<file path="src/rtl/clarvi_mem_pkg.sv">
// Shared types for the clarvi data-memory arbiter: read-return owner and
// arbiter FSM state encodings.
package clarvi_mem_pkg;

   localparam int MEM_DATA_WIDTH = 16;

   // Who receives the read data returning in the next cycle.
   typedef enum logic [1:0] {
      OWNER_NONE = 2'd0,
      OWNER_CPU  = 2'd1,
      OWNER_DMA  = 2'd2
   } owner_t;

   // ARB_LOCKED keeps the port reserved for the CPU between the parts of a
   // multi-part access.
   typedef enum logic [0:0] {
      ARB_IDLE   = 1'b0,
      ARB_LOCKED = 1'b1
   } arb_state_t;

endpackage

</file>
<file path="src/rtl/clarvi_rr_arbiter2.sv">
// Two-requester round-robin arbiter. Requester 0 is the CPU, requester 1 the
// DMA port. force_grant0 reserves the grant for requester 0 (lock).
module clarvi_rr_arbiter2 (
   input  logic clock,
   input  logic reset,
   input  logic req0,
   input  logic req1,
   input  logic force_grant0,
   output logic grant0,
   output logic grant1
);

   // 0 = requester 0 was granted last, 1 = requester 1 was granted last.
   logic last_grant_q;
   logic last_grant_d;

   // Grant selection: forced, tie broken against the last winner, or single.
   always_comb begin
      grant0 = 1'b0;
      grant1 = 1'b0;
      if (force_grant0) begin
         grant0 = req0;
      end else if (req0 && req1) begin
         grant0 = last_grant_q;
         grant1 = !last_grant_q;
      end else begin
         grant0 = req0;
         grant1 = req1;
      end
   end

   // The last winner moves on every grant and holds otherwise.
   always_comb begin
      last_grant_d = last_grant_q;
      if (grant0) begin
         last_grant_d = 1'b0;
      end else if (grant1) begin
         last_grant_d = 1'b1;
      end
   end

   // Reset to "requester 1 last" so the CPU wins the first tie.
   always_ff @(posedge clock) begin
      if (reset) begin
         last_grant_q <= 1'b1;
      end else begin
         last_grant_q <= last_grant_d;
      end
   end

endmodule

</file>
<file path="src/rtl/clarvi_mem_arbiter.sv">
// Shares the 16-bit data RAM port between the CPU memory unit and a DMA/debug
// requester. Grants are combinational; a locked CPU sequence keeps the port;
// read data returns one cycle later to whichever side issued the read.
//
// Handshake: the CPU presents cpu_read_enable/cpu_write_enable and holds the
// request stable while cpu_wait is high; it is accepted in any cycle where
// the request is high and cpu_wait is low. The DMA side presents dma_req and
// may change it only after a cycle with dma_ready high, which marks
// acceptance. Read data for an accepted read is presented with a one-cycle
// *_read_valid pulse in the following cycle.
module clarvi_mem_arbiter
   import clarvi_mem_pkg::*;
#(
   parameter int DATA_ADDR_WIDTH = 14
) (
   input  logic                       clock,
   input  logic                       reset,
   input  logic [DATA_ADDR_WIDTH-1:0] cpu_address,
   input  logic [1:0]                 cpu_byte_enable,
   input  logic                       cpu_read_enable,
   input  logic                       cpu_write_enable,
   input  logic [15:0]                cpu_write_data,
   input  logic                       cpu_lock,
   output logic                       cpu_wait,
   output logic [15:0]                cpu_read_data,
   output logic                       cpu_read_valid,
   input  logic                       dma_req,
   input  logic                       dma_write,
   input  logic [DATA_ADDR_WIDTH-1:0] dma_address,
   input  logic [1:0]                 dma_byte_enable,
   input  logic [15:0]                dma_write_data,
   output logic                       dma_ready,
   output logic [15:0]                dma_read_data,
   output logic                       dma_read_valid,
   output logic [DATA_ADDR_WIDTH-1:0] mem_address,
   output logic [1:0]                 mem_byte_enable,
   output logic                       mem_read_enable,
   output logic                       mem_write_enable,
   output logic [15:0]                mem_write_data,
   input  logic [15:0]                mem_read_data
);

   arb_state_t state_q;
   arb_state_t state_d;
   owner_t     read_owner_q;
   owner_t     read_owner_d;

   logic cpu_req;
   logic cpu_granted;
   logic dma_granted;

   assign cpu_req = cpu_read_enable | cpu_write_enable;

   clarvi_rr_arbiter2 u_rr (
      .clock        (clock),
      .reset        (reset),
      .req0         (cpu_req),
      .req1         (dma_req),
      .force_grant0 (state_q == ARB_LOCKED),
      .grant0       (cpu_granted),
      .grant1       (dma_granted)
   );

   // Drive the RAM from the granted requester; strobes only when granted.
   always_comb begin
      mem_address      = cpu_address;
      mem_byte_enable  = cpu_byte_enable;
      mem_write_data   = cpu_write_data;
      mem_read_enable  = 1'b0;
      mem_write_enable = 1'b0;
      if (dma_granted) begin
         mem_address      = dma_address;
         mem_byte_enable  = dma_byte_enable;
         mem_write_data   = dma_write_data;
         mem_read_enable  = !dma_write;
         mem_write_enable = dma_write;
      end else if (cpu_granted) begin
         mem_read_enable  = cpu_read_enable;
         mem_write_enable = cpu_write_enable;
      end
   end

   // Handshake outputs to both requesters.
   always_comb begin
      cpu_wait  = cpu_req & !cpu_granted;
      dma_ready = dma_req & dma_granted;
   end

   // Lock FSM: only a CPU grant moves it; cpu_lock picks the next state.
   always_comb begin
      state_d = state_q;
      if (cpu_granted) begin
         state_d = cpu_lock ? ARB_LOCKED : ARB_IDLE;
      end
   end

   // Remember who owns the read data returning next cycle; writes and idle
   // cycles clear it so each valid is a single-cycle pulse.
   always_comb begin
      read_owner_d = OWNER_NONE;
      if (cpu_granted && cpu_read_enable) begin
         read_owner_d = OWNER_CPU;
      end else if (dma_granted && !dma_write) begin
         read_owner_d = OWNER_DMA;
      end
   end

   // State and read-owner registers.
   always_ff @(posedge clock) begin
      if (reset) begin
         state_q      <= ARB_IDLE;
         read_owner_q <= OWNER_NONE;
      end else begin
         state_q      <= state_d;
         read_owner_q <= read_owner_d;
      end
   end

   // Read return; reset also masks a valid that would land in the reset cycle.
   always_comb begin
      cpu_read_data  = mem_read_data;
      dma_read_data  = mem_read_data;
      cpu_read_valid = (read_owner_q == OWNER_CPU) && !reset;
      dma_read_valid = (read_owner_q == OWNER_DMA) && !reset;
   end

endmodule

</file>
<file path="config.mk">
export PLATFORM = sky130hd
export DESIGN_NAME = clarvi_mem_arbiter
export DESIGN_NICKNAME = d
export VERILOG_FILES = /design/src/rtl/clarvi_mem_pkg.sv /design/src/rtl/clarvi_rr_arbiter2.sv /design/src/rtl/clarvi_mem_arbiter.sv
export SDC_FILE = /design/constraint.sdc
export NUM_CORES = 1
export LEC_CHECK = 0
export CORE_MARGIN = 2
export CORE_UTILIZATION = 24
export DETAILED_ROUTE_END_ITERATION = 8
export MAX_ROUTING_LAYER = met4
export PLACE_DENSITY = 0.95
export SETUP_SLACK_MARGIN = 0.5
export SYNTH_ARGS = -nofsm -noshare
export SYNTH_HDL_FRONTEND = slang
export SYNTH_HIERARCHICAL = 1
export SYNTH_SLANG_ARGS = --single-unit
</file>
<file path="constraint.sdc">
create_clock -name clock -period 2.89 [get_ports clock]
set_clock_uncertainty 0.15 [all_clocks]
set_input_delay 0.4335 -clock clock [delete_from_list [all_inputs] [get_ports clock]]
set_output_delay 0.4335 -clock clock [all_outputs]
set_load 0.05 [all_outputs]
</file>
==> metrics.yaml, run 1 <==
status:
  outcome: "finished clean"
synthesis:
  synth_top_family_by_area: "multiplexers"
  yosys.area_share.simple_pct: 9.35
  ys_warn_count: 6
  synth_compound_area_share_pct: 2.50
  synth_cell_types: 18
  syn-num-nets: 180
  avgSynthCellArea_um2: 10.2
  synthAdderAreaFrac_pct: 0
  synth-xor-area-share_pct: 0
  yosys_register_bits: 4
  ys_seq_area_share_pct: 8.43
  synth.area.mux_share_pct: 49.3
  synth_area_um2: 950
  synth_cells: 93
placement:
  portBuffers: 108
  dp_hpwl_mm: 2.76
  dp_cells: 215
  gp_congestion: 0.680
floorplan:
  initial_core_util_pct: 25.4
  boundaryPins: 157
  die_area_um2: 4480
  rows: 22
  core_area_um2: 3740
  die_y_um: 66.9
  die_w_um: 66.9
cells_and_area:
  fin_nets: 270
  synthToLayoutAreaGrowth_pct: 138
  layout-drive-gt1-share_pct: 50.8
  nFillCells: 319
  finalNonFillerCells: 229
  num_antenna_cells: 0
cts:
  cts.htree.levels: 1
  cts_sinks: 4
  numCtsBuffers: 3
  clk_latency_ns: 0.21
  clkTransAtPathRegs_ns: 0.03
  root_buffer: "clkbuf_8"
  cts_tree: "built"
  cts.path.max_buffers: 2
global_routing:
  grt_pass1_wl_mm: 4.82
  grt_overflow: 0
  grt_max_degree: 11
  antenna_found_initial: 0
  grt_pass1_vias: 1009
  grt_usage_pct: 14.9
route:
  wl_mm: 3.44
  wl_per_cell_um: 15.0
  dr.pass1.iters: 2
  first_iter_violations: 17
  num_vias: 967
  vias_per_cell: 4.22
  drc: 0
  ant_nets: 0
timing:
  relSlewSlack_pct: 79.6
  drv_slew: 0
  hold_viol: 0
  period_needed_ns: 2.35
  rsz0062_at_grt: "false"
  finalSetupTns_ns: 0
  worstMarginPinSlew_ns: 0.305
  setup_viol_count_final: 0
  fmax_mhz: 425
  period_share_pct: 81.4
min_path:
  min-delay-path-class: "in2reg"
power:
  powerDensity_nw_per_um2: 340
  ir_drop_mv: 0.409
  p_leak_nw: 0.995
worst_setup_path:
  arrival_ns: 1.77
  cp-start-kind: "primary input"
  required_ns: 2.31
  setup.worst_path.class: "in2out"
  path_max_fanout: 5
  endpoint_kind: "primary output"
job:
  drv_cap: 0
-- power by group --
part / total (mW) / internal [mW] / switching (mW)
registers: 0.0627 / 0.0592 / 0.00353
logic: 0.592 / 0.326 / 0.267
clock network: 0.114 / 0.0885 / 0.0256
-- cells in the final DEF (no fill, tap or decap) --
cell type        instances
clkdlybuf4s50_1         67
mux2_4                  26
buf_12                  21
buf_4                   16
buf_6                   10
mux2_2                   6
buf_16                   4
dfxtp_1                  4
nor3b_1                  3
nand2_1                  3
nor2_1                   3
clkbuf_8                 3
nand2b_1                 2
and2_1                   1
or2_4                    1
nor2b_1                  1
o21ai_1                  1
o21ai_2                  1
mux2i_1                  1
buf_2                    1
clkdlybuf4s15_1          1
bufbuf_16                1
inv_1                    1
nor3b_2                  1
a21oi_4                  1
a211o_1                  1
-- critical path, cell delays in order --
cell and delay [ns]:
buf_2 0.11, or2_4 0.24, a21oi_4 0.15, buf_6 0.14, buf_6 0.10, buf_12 0.11
mux2_4 0.32, buf_12 0.15
-- cell type report --
| cell class | instances | area (µm²) | share of cell area, % |
|---|---|---|---|
| clock buffer | 3 | 41.3 | 1.82 |
| inverter | 1 | 3.75 | 0.166 |
| multi-input combinational | 52 | 598 | 26.4 |
| sequential | 4 | 80.1 | 3.54 |
| tap | 48 | 60.1 | 2.65 |
| timing repair buffer | 121 | 1480 | 65.4 |
-- synth_stat cells, drive strengths merged --
| library cell | number | share of area (%) |
|---|---|---|
| a211o | 1 | 0.92 |
| a21oi | 1 | 0.53 |
| and2 | 1 | 0.66 |
| buf | 36 | 30 |
| dfxtp | 4 | 8.4 |
| inv | 1 | 0.39 |
| mux2 | 32 | 48 |
| mux2i | 1 | 1.1 |
| nand2 | 3 | 1.2 |
| nand2b | 2 | 1.3 |
| nor2 | 3 | 1.2 |
| nor2b | 1 | 0.66 |
| nor3b | 4 | 3.7 |
| o21ai | 2 | 1.1 |
| or2 | 1 | 0.66 |
-- cell families after synthesis --
| kind of cell | Yosys count |
|---|---|
| flops | 4 |
| simple gates | 15 |
| mux | 33 |
| buf+inv | 37 |
| compound gates | 4 |
-- worst paths after layout --
check                                      start                 to  slack, ns  cells after the start
worst max-delay path            cpu_write_enable  mem_write_data[6]       0.54                      8
worst min-delay path             cpu_read_enable    read_owner_q[0]       0.36                      3
worst max register to register           state_q    read_owner_q[1]       1.39                      7
worst min register to register           state_q            state_q       0.41                      2
-- per-stage QoR --
stage                     worst slack [ns]  hold slack (ns)  power [mW]  cell area [µm²]  utilization, %
after CTS                            0.528            0.374       0.777             2260            60.3
after global placement               0.159            0.369       0.588             1990            53.1
final                                0.538            0.358       0.769             2260            60.5
after detailed placement             0.134            0.381       0.595             1990            53.1
after floorplan                      0.316            0.330       0.466              950               -
after global routing                 0.504            0.387       0.801             2260            60.5
-- repair_timing --
| action | CTS | global route |
|---|---|---|
| setup endpoints to repair | 35 | 7 |
| pin swaps | 2 | 0 |
| buffers inserted | 7 | 0 |
| hold buffers | 0 | 0 |
| resized for setup | 27 | 2 |
| gates cloned | 4 | 0 |
-- flip-flops by register name, summed over array words and instances (netlist names) --
signal / flops
state_q: 1
read_owner_q: 2
u_rr/last_grant_q: 1
-- per-layer routing --
layer / track usage, % / vias to the layer above / share of wire (%)
li1: - / 462 / -
met1: 15.5 / 420 / 32
met2: 25.1 / 76 / 54
met3: 5.41 / 9 / 12
met4: 6.63 / 0 / 2.3
met5: - / - / 0
Note: power is estimated with default switching activity, not from simulation.
==> inputs of run 2 (changes only) <==
--- a/config.mk
+++ b/config.mk
@@ -6,10 +6,10 @@
 export NUM_CORES = 1
 export LEC_CHECK = 0
 export CORE_MARGIN = 2
-export CORE_UTILIZATION = 24
+export CORE_UTILIZATION = 20
 export DETAILED_ROUTE_END_ITERATION = 8
 export MAX_ROUTING_LAYER = met4
-export PLACE_DENSITY = 0.95
+export PLACE_DENSITY = 0.85
 export SETUP_SLACK_MARGIN = 0.5
 export SYNTH_ARGS = -nofsm -noshare
 export SYNTH_HDL_FRONTEND = slang
==> constraint.sdc (replaced) <==
create_clock -name clock -period 1.93 [get_ports clock]
set_clock_uncertainty 0.15 [all_clocks]
set_input_delay 0.2895 -clock clock [delete_from_list [all_inputs] [get_ports clock]]
set_output_delay 0.2895 -clock clock [all_outputs]
set_load 0.05 [all_outputs]
==> run 2 against run 1 <==
Effect of this change: the run now ends with setup timing left; global-route usage shrank 2.7 points; design area is 10% higher; core utilization fell by 6.9 points; critical endpoint is now mem_address[1].
==> metrics.yaml, run 2 (synthesized netlist as in run 1, its figures left out) <==
timing:
  hold_viol: 0  # unchanged
  relSlewSlack_pct: 87.6  # +8.0 points
  worstMarginPinSlew_ns: 0.186  # -0.119 ns
  period_needed_ns: 2.01
  period_share_pct: 104
  drv_slew: 0  # unchanged
  rsz0062_at_grt: "true"
  fin_ws_ns: -0.0840  # -0.622 ns
  setup_viol_count_final: 33  # +33
  fmax_mhz: 497
power:
  p_leak_nw: 1.11  # +12%
  p_int_uw: 740  # +56%
  clkPwrFrac_pct: 14.8  # about the same
  design_power_total_mw: 1.22  # +58%
  p_sw_share_pct: 39.1  # +0.66 points
  powerDensity_nw_per_um2: 487  # +43%
  pwr-share-seq_pct: 7.9  # -0.3 points
  p_comb_share_pct: 77.4  # +0.4 points
  ir_drop_mv: 0.338  # -17%
  p_sw_uw: 476  # +61%
global_routing:
  grt_usage_pct: 12.2  # -2.7 points
  grt_pass1_vias: 1101  # +9.1%
  grt_max_degree: 10  # -1
  grt_overflow: 0  # unchanged
  grt_pass1_wl_mm: 4.96  # +3.0%
  antenna_found_initial: 0  # unchanged
cells_and_area:
  layout_commonest_cell: "clkdlybuf4s50_1"
  largest_reg_flops: 2  # unchanged
  synthToLayoutAreaGrowth_pct: 163
  finalNonFillerCells: 246  # +7.4%
  final_cell_mix: "66 x clkdlybuf4s50_1, 32 x mux2_4, 28 x buf_6"
  nFillCells: 393  # +23%
  reg.largest.list: "read_owner_q (2), state_q (1), u_rr/last_grant_q (1)"
  num_antenna_cells: 0  # unchanged
  fin_nets: 281  # +4.1%
  top_register: "read_owner_q"
  layout-drive-gt1-share_pct: 62.0  # +11 points
  fin_util_pct: 53.6  # -6.9 points
floorplan:
  boundaryPins: 157  # unchanged
  die_w_um: 72.9  # +9.0%
  die_y_um: 72.9  # +9.0%
  core_area_um2: 4660  # +24%
  rows: 25  # +14%
  initial_core_util_pct: 20.4  # -5.0 points
  die_area_um2: 5320  # +19%
route:
  dr.pass1.iters: 3  # +1
  wl_per_cell_um: 14.3  # -4.8%
  num_vias: 1038  # +7.3%
  drc: 0  # unchanged
  vias_per_cell: 4.22  # about the same
  first_iter_violations: 10  # -7
  wl_mm: 3.52  # +2.3%
  ant_nets: 0  # unchanged
cts:
  cts_sinks: 4  # unchanged
  clkTransAtPathRegs_ns: 0.03  # about the same
  cts.path.max_buffers: 2  # unchanged
  clk_latency_ns: 0.22  # about the same
  cts_tree: "built"
  root_buffer: "clkbuf_8"
  numCtsBuffers: 3  # unchanged
  hold_buffers: 0  # unchanged
  cts.htree.levels: 1  # unchanged
worst_setup_path:
  setup.worst_path.class: "reg2out"
  path_max_fanout: 8  # +3
  cp-start-kind: "flop"
  required_ns: 1.49  # -0.82 ns
  endpoint_kind: "primary output"
  arrival_ns: 1.57  # -0.20 ns
placement:
  portBuffers: 108  # unchanged
  dp_cells: 230  # +7.0%
  dp_hpwl_mm: 2.55  # -7.6%
  gp_congestion: 0.642  # -5.7%
  place_ws_ns: -0.421  # -0.555 ns
job:
  drv_cap: 0  # unchanged
min_path:
  min-delay-path-class: "in2reg"
status:
  outcome: "finished with violations"
  violations: "setup timing"
## run 2: changes by cell type in the layout (fill, tap and decap cells not counted), moves of 2 or more
cell and delta:
buf_12 -4, clkbuf_16 +2, buf_8 +3, nor3b_1 -3
nand2b_4 +2, dfxtp_1 -4, buf_6 +18, dfxtp_2 +4
nor3b_4 +3, mux2_2 -6, nand2b_1 -2, o21ai_4 +2
buf_4 -6, mux2_4 +6
## run 2: worst max-delay path: stages (launching register included)
cell and delay [ns]:
dfxtp_2 0.31, nand2b_4 0.14, a21oi_4 0.13, buf_6 0.17, buf_16 0.14, mux2_4 0.32, buf_12 0.15
## run 2: repair_timing
action                     CTS  global route
resized for setup           53            12
pin swaps                    4             6
cloned                       3             2
setup endpoints to repair   42            39
setup buffers                4             4
## run 2: routing by layer
metal  GRT usage [%]  vias to the layer above  part of all wire, %
li1                -                      482                    -
met1            13.0                      470                   36
met2            21.7                       83                   52
met3            3.59                        3                   11
met4            3.91                        0                 0.91
met5               -                        -                    0
## run 2: final cells by class
| type | count | area, µm² | area share (%) |
|---|---|---|---|
| clock buffer | 3 | 41.3 | 1.65 |
| inverter | 1 | 3.75 | 0.150 |
| multi-input combinational | 52 | 708 | 28.4 |
| sequential | 4 | 85.1 | 3.41 |
| tap | 54 | 67.6 | 2.71 |
| timing repair buffer | 132 | 1590 | 63.7 |
## run 2: power by group through the flow
stage          combinational, mW  clock, mW  sequential (mW)
3_3_place_gp               0.802          0           0.0943
3_5_place_dp               0.809          0           0.0948
5_1_grt                    0.977      0.191           0.0964
6_report                   0.940      0.179           0.0958
2_1_floorplan              0.635          0           0.0929
4_1_cts                    0.909      0.185           0.0944
## run 2: path summary, 6_finish.rpt
path	slack (ns)	startpoint	endpoint	cells past startpoint
hold / removal	0.31	reset	state_q	3
setup / recovery	-0.08	state_q	mem_address[1]	6
hold reg to reg	0.39	u_rr/last_grant_q	u_rr/last_grant_q	1
setup reg to reg	0.27	state_q	read_owner_q[1]	9
## run 2: through the flow
step | hold slack, ns | area [µm²] | TNS, ns
finish | 0.313 | 2500 | -2.07
floorplan | 0.212 | 1030 | 0
global placement | 0.376 | 2080 | -13.47
detailed placement | 0.401 | 2080 | -14.08
global route | 0.345 | 2500 | -3.75
CTS | 0.288 | 2380 | -2.31
